==> config.mk <==
export PLATFORM = sky130hd
export DESIGN_NAME = hex_scan_arbiter
export DESIGN_NICKNAME = d
export VERILOG_FILES = /design/src/rtl/hex_disp_pkg.sv /design/src/rtl/seg7_decode.sv /design/src/rtl/hex_scan_arbiter.sv
export SDC_FILE = /design/constraint.sdc
export NUM_CORES = 1
export LEC_CHECK = 0
export ABC_AREA = 1
export CAP_MARGIN = 10
export CORE_MARGIN = 8
export CORE_UTILIZATION = 39
export CTS_CLUSTER_DIAMETER = 80
export DETAILED_ROUTE_END_ITERATION = 12
export HOLD_SLACK_MARGIN = 0.08
export PLACE_DENSITY = 0.59
export SLEW_MARGIN = 40
export SYNTH_ARGS = -nofsm -noshare
export SYNTH_HDL_FRONTEND = slang
export SYNTH_SLANG_ARGS = --single-unit
==> constraint.sdc <==
create_clock -name CLOCK_50 -period 3.4 [get_ports CLOCK_50]
set_input_delay 0.34 -clock CLOCK_50 [delete_from_list [all_inputs] [get_ports CLOCK_50]]
set_output_delay 0.34 -clock CLOCK_50 [all_outputs]
set_load 0.05 [all_outputs]
==> src/rtl/hex_disp_pkg.sv <==
// Shared constants for the seven-segment display path: digit geometry,
// active-low segment patterns (bit 6 = g ... bit 0 = a) and arbiter states.
package hex_disp_pkg;

  localparam int unsigned NUM_DIGITS = 8;
  localparam int unsigned DIGIT_W    = 4;

  localparam logic [DIGIT_W-1:0] BLANK_CODE = 4'hF;

  localparam logic [6:0] SEG_0     = 7'b1000000;
  localparam logic [6:0] SEG_1     = 7'b1111001;
  localparam logic [6:0] SEG_2     = 7'b0100100;
  localparam logic [6:0] SEG_3     = 7'b0110000;
  localparam logic [6:0] SEG_4     = 7'b0011001;
  localparam logic [6:0] SEG_5     = 7'b0010010;
  localparam logic [6:0] SEG_6     = 7'b0000010;
  localparam logic [6:0] SEG_7     = 7'b1111000;
  localparam logic [6:0] SEG_8     = 7'b0000000;
  localparam logic [6:0] SEG_9     = 7'b0010000;
  localparam logic [6:0] SEG_BLANK = 7'b1111111;

  typedef enum logic [1:0] {
    IDLE    = 2'd0,
    GRANT_A = 2'd1,
    GRANT_B = 2'd2
  } arb_state_t;

endpackage

==> src/rtl/seg7_decode.sv <==
// Combinational BCD to active-low seven-segment map; codes 10-15 blank.
module seg7_decode
  import hex_disp_pkg::*;
(
  input  logic [DIGIT_W-1:0] code,
  output logic [6:0]         seg
);

  // Table lookup of the segment pattern for one digit code
  always_comb begin
    seg = SEG_BLANK;
    case (code)
      4'd0:    seg = SEG_0;
      4'd1:    seg = SEG_1;
      4'd2:    seg = SEG_2;
      4'd3:    seg = SEG_3;
      4'd4:    seg = SEG_4;
      4'd5:    seg = SEG_5;
      4'd6:    seg = SEG_6;
      4'd7:    seg = SEG_7;
      4'd8:    seg = SEG_8;
      4'd9:    seg = SEG_9;
      default: seg = SEG_BLANK;
    endcase
  end

endmodule

==> src/rtl/hex_scan_arbiter.sv <==
// Shared 8-digit display controller: round-robin write arbiter for two
// requesters into a digit buffer, plus a free-running scan that pushes one
// buffer slot per cycle through a single decoder into the HEX registers.
module hex_scan_arbiter
  import hex_disp_pkg::*;
(
  input  logic         CLOCK_50,
  input  logic         RESET,
  input  logic         REQ_A,
  input  logic         REQ_B,
  input  logic [2:0]   ADDR_A,
  input  logic [2:0]   ADDR_B,
  input  logic [3:0]   DATA_A,
  input  logic [3:0]   DATA_B,
  output logic         GNT_A,
  output logic         GNT_B,
  output logic         SCAN_DONE,
  output logic [6:0]   HEX0,
  output logic [6:0]   HEX1,
  output logic [6:0]   HEX2,
  output logic [6:0]   HEX3,
  output logic [6:0]   HEX4,
  output logic [6:0]   HEX5,
  output logic [6:0]   HEX6,
  output logic [6:0]   HEX7
);

  arb_state_t         state;
  logic               last_b;
  logic [DIGIT_W-1:0] digit_buf [NUM_DIGITS];
  logic [2:0]         scan_idx;
  logic [DIGIT_W-1:0] scan_code;
  logic [6:0]         scan_seg;
  logic [6:0]         hex_q [NUM_DIGITS];

  assign scan_code = digit_buf[scan_idx];

  seg7_decode u_seg7_decode (
    .code (scan_code),
    .seg  (scan_seg)
  );

  // Arbiter FSM: IDLE picks a requester (ties go to the one not served
  // last), GRANT_x lasts exactly one cycle and returns to IDLE
  always_ff @(posedge CLOCK_50 or posedge RESET) begin
    if (RESET) begin
      state  <= IDLE;
      GNT_A  <= 1'b0;
      GNT_B  <= 1'b0;
      last_b <= 1'b1;
    end else begin
      case (state)
        IDLE: begin
          if (REQ_A && (!REQ_B || last_b)) begin
            state <= GRANT_A;
            GNT_A <= 1'b1;
          end else if (REQ_B) begin
            state <= GRANT_B;
            GNT_B <= 1'b1;
          end
        end
        GRANT_A: begin
          state  <= IDLE;
          GNT_A  <= 1'b0;
          last_b <= 1'b0;
        end
        GRANT_B: begin
          state  <= IDLE;
          GNT_B  <= 1'b0;
          last_b <= 1'b1;
        end
        default: begin
          state <= IDLE;
          GNT_A <= 1'b0;
          GNT_B <= 1'b0;
        end
      endcase
    end
  end

  // Digit buffer: committed at the end of the grant cycle, so a scan of the
  // same slot in that cycle still reads the old code
  always_ff @(posedge CLOCK_50 or posedge RESET) begin
    if (RESET) begin
      for (int unsigned i = 0; i < NUM_DIGITS; i++) digit_buf[i] <= BLANK_CODE;
    end else if (state == GRANT_A) begin
      digit_buf[ADDR_A] <= DATA_A;
    end else if (state == GRANT_B) begin
      digit_buf[ADDR_B] <= DATA_B;
    end
  end

  // Scan sequencer: one slot per cycle, wrap pulse after slot 7
  always_ff @(posedge CLOCK_50 or posedge RESET) begin
    if (RESET) begin
      scan_idx  <= '0;
      SCAN_DONE <= 1'b0;
      for (int unsigned i = 0; i < NUM_DIGITS; i++) hex_q[i] <= SEG_BLANK;
    end else begin
      scan_idx          <= scan_idx + 3'd1;
      SCAN_DONE         <= (scan_idx == 3'd7);
      hex_q[scan_idx]   <= scan_seg;
    end
  end

  assign HEX0 = hex_q[0];
  assign HEX1 = hex_q[1];
  assign HEX2 = hex_q[2];
  assign HEX3 = hex_q[3];
  assign HEX4 = hex_q[4];
  assign HEX5 = hex_q[5];
  assign HEX6 = hex_q[6];
  assign HEX7 = hex_q[7];

endmodule
==> results.md <==
* Status: finished clean
* Max FO, Critical Path at 27
* Initial Util at around two fifths
* Post-synth EDFFs at 0
* Synth-to-Final Area Change at 26.7%
* RD Place Congestion at a little under 0.9
* Synth top area share at a little under half
* CP endpoint kind: flop
* Max Cap Viol at 0
* FP Rows at 41
* Clock slew at reported path FFs at 0.07 ns
* Post-route DRC at 0
* Seq/Total Area, Yosys at between 50 and 60%
* Post-route antenna net violation count at 0
* Post-layout min period at 2.58 ns
* RSZ-0062 raised after global routing: no
* Synthesized Nets at approximately 610
* Syn Area/Cell at around 8.4 um2
* Max VDD drop at 0.000489 V
* Most common cell in the netlist: nand2_1
* Synth top cells by count: nand2_1 (274), dfstp_2 (89), inv_1 (39), o22ai_1 (32), mux2_2 (22)
* Initial antenna violation count at 0
* CP required at 3.68 ns
* Worst slew pin tran at between 0.8 and 0.9 ns
* Setup bufs post-CTS at 0
* Critical Path AT at around 2.9 ns
* First-pass GRT wire length at around 21000 um
* Final hold slack at 0.399 ns
* Cell mode on critical path: nand2_1
* WL/cell at roughly 15 um
* CP max stage cell: dfrtp_1
* Yosys Warn Count at 0
* Buf/Inv on CP at 2
* Reg with most FFs: digit_buf
* # resized after CTS at 0
* Num ports at 77
* Ant diodes at 0
* Number of nets in the layout at 686
* Die Span Y at about 130 um
* Htree depth at 3
* Synth area leader: dfstp_2
* LEAKAGE at roughly 2.8 nW
* Grt ovf at 0
* Asr flop ratio synth at 100%
* DR iter-0 viols at ~160
* CTS Buffer Depth at 2
* Cell Area, Synth at a little under 5000 um2
* Top cell family by delay on the critical path: simple AND/OR/NAND/NOR gates
* Vias in the first global route at slightly above 4000
* Crit path largest cell delay at between 0.8 and 0.9 ns
* Setup crit start kind: flop
* Cells after Synth at just under 600
* Setup TNS at 0 ns
* DR pass1 iterations at 5
* Pin count of the biggest net entering global routing at 61
* Core Box Area at between 10000 and 15000 um2
* Worst Skew at approximately 0.0063 ns
* Root Driver: clkbuf_16
* Port bufs at 76
* Clk_lat worst skew at 0.35 ns
* Total GRT Usage at about 16%
* Max frequency at approximately 390 MHz
* Predominant post-synthesis flop cell: dfstp_2
* WL final at around 13000 um
* WS Path Type: reg -> reg
* Layout cells sized above 1 at a little under a quarter
* Slew margin rel. at around 45%
* Power per standard cell area at about 890 nW/um2
* Max FFs per register at 32
* Vias per cell at 4.93
* Vias at around 4000
* Clk sinks at 97
* Final hold vios at 0
* Slew Limit Fails at 0
* Yosys reg bits at 97
* Netlist cell types at 29
* CTS tree: built
* DP Wirelength at around 9300 um
* Final worst-path cycle share at 75.8%
* Cell Chain, Critical Path: inv_2 -> nand2_1 -> nand2_1 -> nand2_1 -> nand2_1 -> nand2_1 -> nand2_1 -> inv_1 -> ha_1 -> nand2_1 -> nand2_1 -> nand3_1 -> nand2_1
* Chip width at 128 um
* Synth area leaders: dfstp_2 (48%), nand2_1 (21%), mux2_2 (5.1%), dfrtp_1 (4.1%), o22ai_1 (4.1%)
* Hold-fix buffers, CTS at 0
* Final setup fails at 0
* Worst hold path type: in -> async
* Die area at 16300 um2
* Post-layout util at 49.7%
* TritonCTS Buffers at 9
[cells by family after synthesis]
| group | synth area share [%] |
|---|---|
| flops | 52.1 |
| simple gates | 27.9 |
| mux | 5.08 |
| compound gates | 7.47 |
| fa+ha+maj | 2.82 |
| buf+inv | 4.65 |
[area by class of cell]
cell class | instances | area [um2]
sequential | 97 | 2540
fill | 1237 | 6240
timing repair buffer | 78 | 788
multi-input combinational | 426 | 2110
clock inverter | 6 | 113
inverter | 45 | 173
tap | 172 | 215
clock buffer | 10 | 239
[where the power goes]
group | leakage [nW] | internal [W] | switching (W) | total, W
clock | 0.173 | 0.000742 | 0.000444 | 0.00119
sequential | 1.03 | 0.00175 | 0.000217 | 0.00196
combinational | 1.56 | 0.000743 | 0.00159 | 0.00233
total | 2.76 | 0.00323 | 0.00225 | 0.00548
[placed cells by master, fill, tap and decap left out, types with 2 or more instances in the layout]
master / synthesis / final
nand4_1: 4 / 4
dfstp_2: 89 / 89
o22ai_1: 32 / 32
nand2_2: 8 / 8
ha_1: 11 / 11
o21ai_0: 14 / 14
a21oi_1: 8 / 8
nor2_1: 12 / 12
nor2_2: 4 / 4
clkdlybuf4s50_1: 0 / 76
nor3_2: 4 / 4
nand2_1: 274 / 274
mux2_2: 22 / 22
o21ai_1: 3 / 3
bufinv_16: 0 / 3
inv_2: 5 / 5
inv_1: 39 / 38
clkinv_2: 0 / 2
nor3_1: 3 / 3
nand3_1: 20 / 20
nand2_4: 2 / 2
dfrtp_1: 8 / 8
clkbuf_16: 0 / 9
[layer usage]
metal	vias to the layer above	global-route usage (%)	wire length, um
li1	2030	-	-
met1	1943	20.3	5830
met2	117	26.3	5850
met3	18	3.74	769
met4	0	6.71	218
met5	-	0	0
[worst reg2reg max path, cell delays in order, from the launching register on]
cell and delay [ns]:
dfrtp_1 0.88, inv_2 0.30, nand2_1 0.13, nand2_1 0.05, nand2_1 0.05, nand2_1 0.05, nand2_1 0.05, nand2_1 0.10
inv_1 0.14, ha_1 0.25, nand2_1 0.09, nand2_1 0.21, nand3_1 0.14, nand2_1 0.07
[stage by stage]
stage / cells / setup slack [ns] / cell area (um2) / total power, W
CTS: 834 / 0.814 / 6170 / 0.00554
floorplan: 577 / 0.674 / 4870 / 0.00355
finish: 834 / 0.824 / 6170 / 0.00548
global placement: 818 / 0.869 / 5820 / 0.00429
global route: 834 / 0.519 / 6170 / 0.00583
detailed placement: 818 / 0.825 / 5820 / 0.00433
[final timing paths]
kind,start,end,slack [ns],cells past startpoint
setup reg to reg,scan_idx[0],HEX4[1],0.82,13
max in group asynchronous,RESET,digit_buf[16],2.24,3
setup / recovery,scan_idx[0],HEX4[1],0.82,13
hold reg to reg,HEX4[2],HEX4[2],0.47,2
min in group CLOCK_50,HEX4[2],HEX4[2],0.47,2
hold / removal,RESET,SCAN_DONE,0.40,2
No activity file was read; power rests on OpenSTA's default activity.
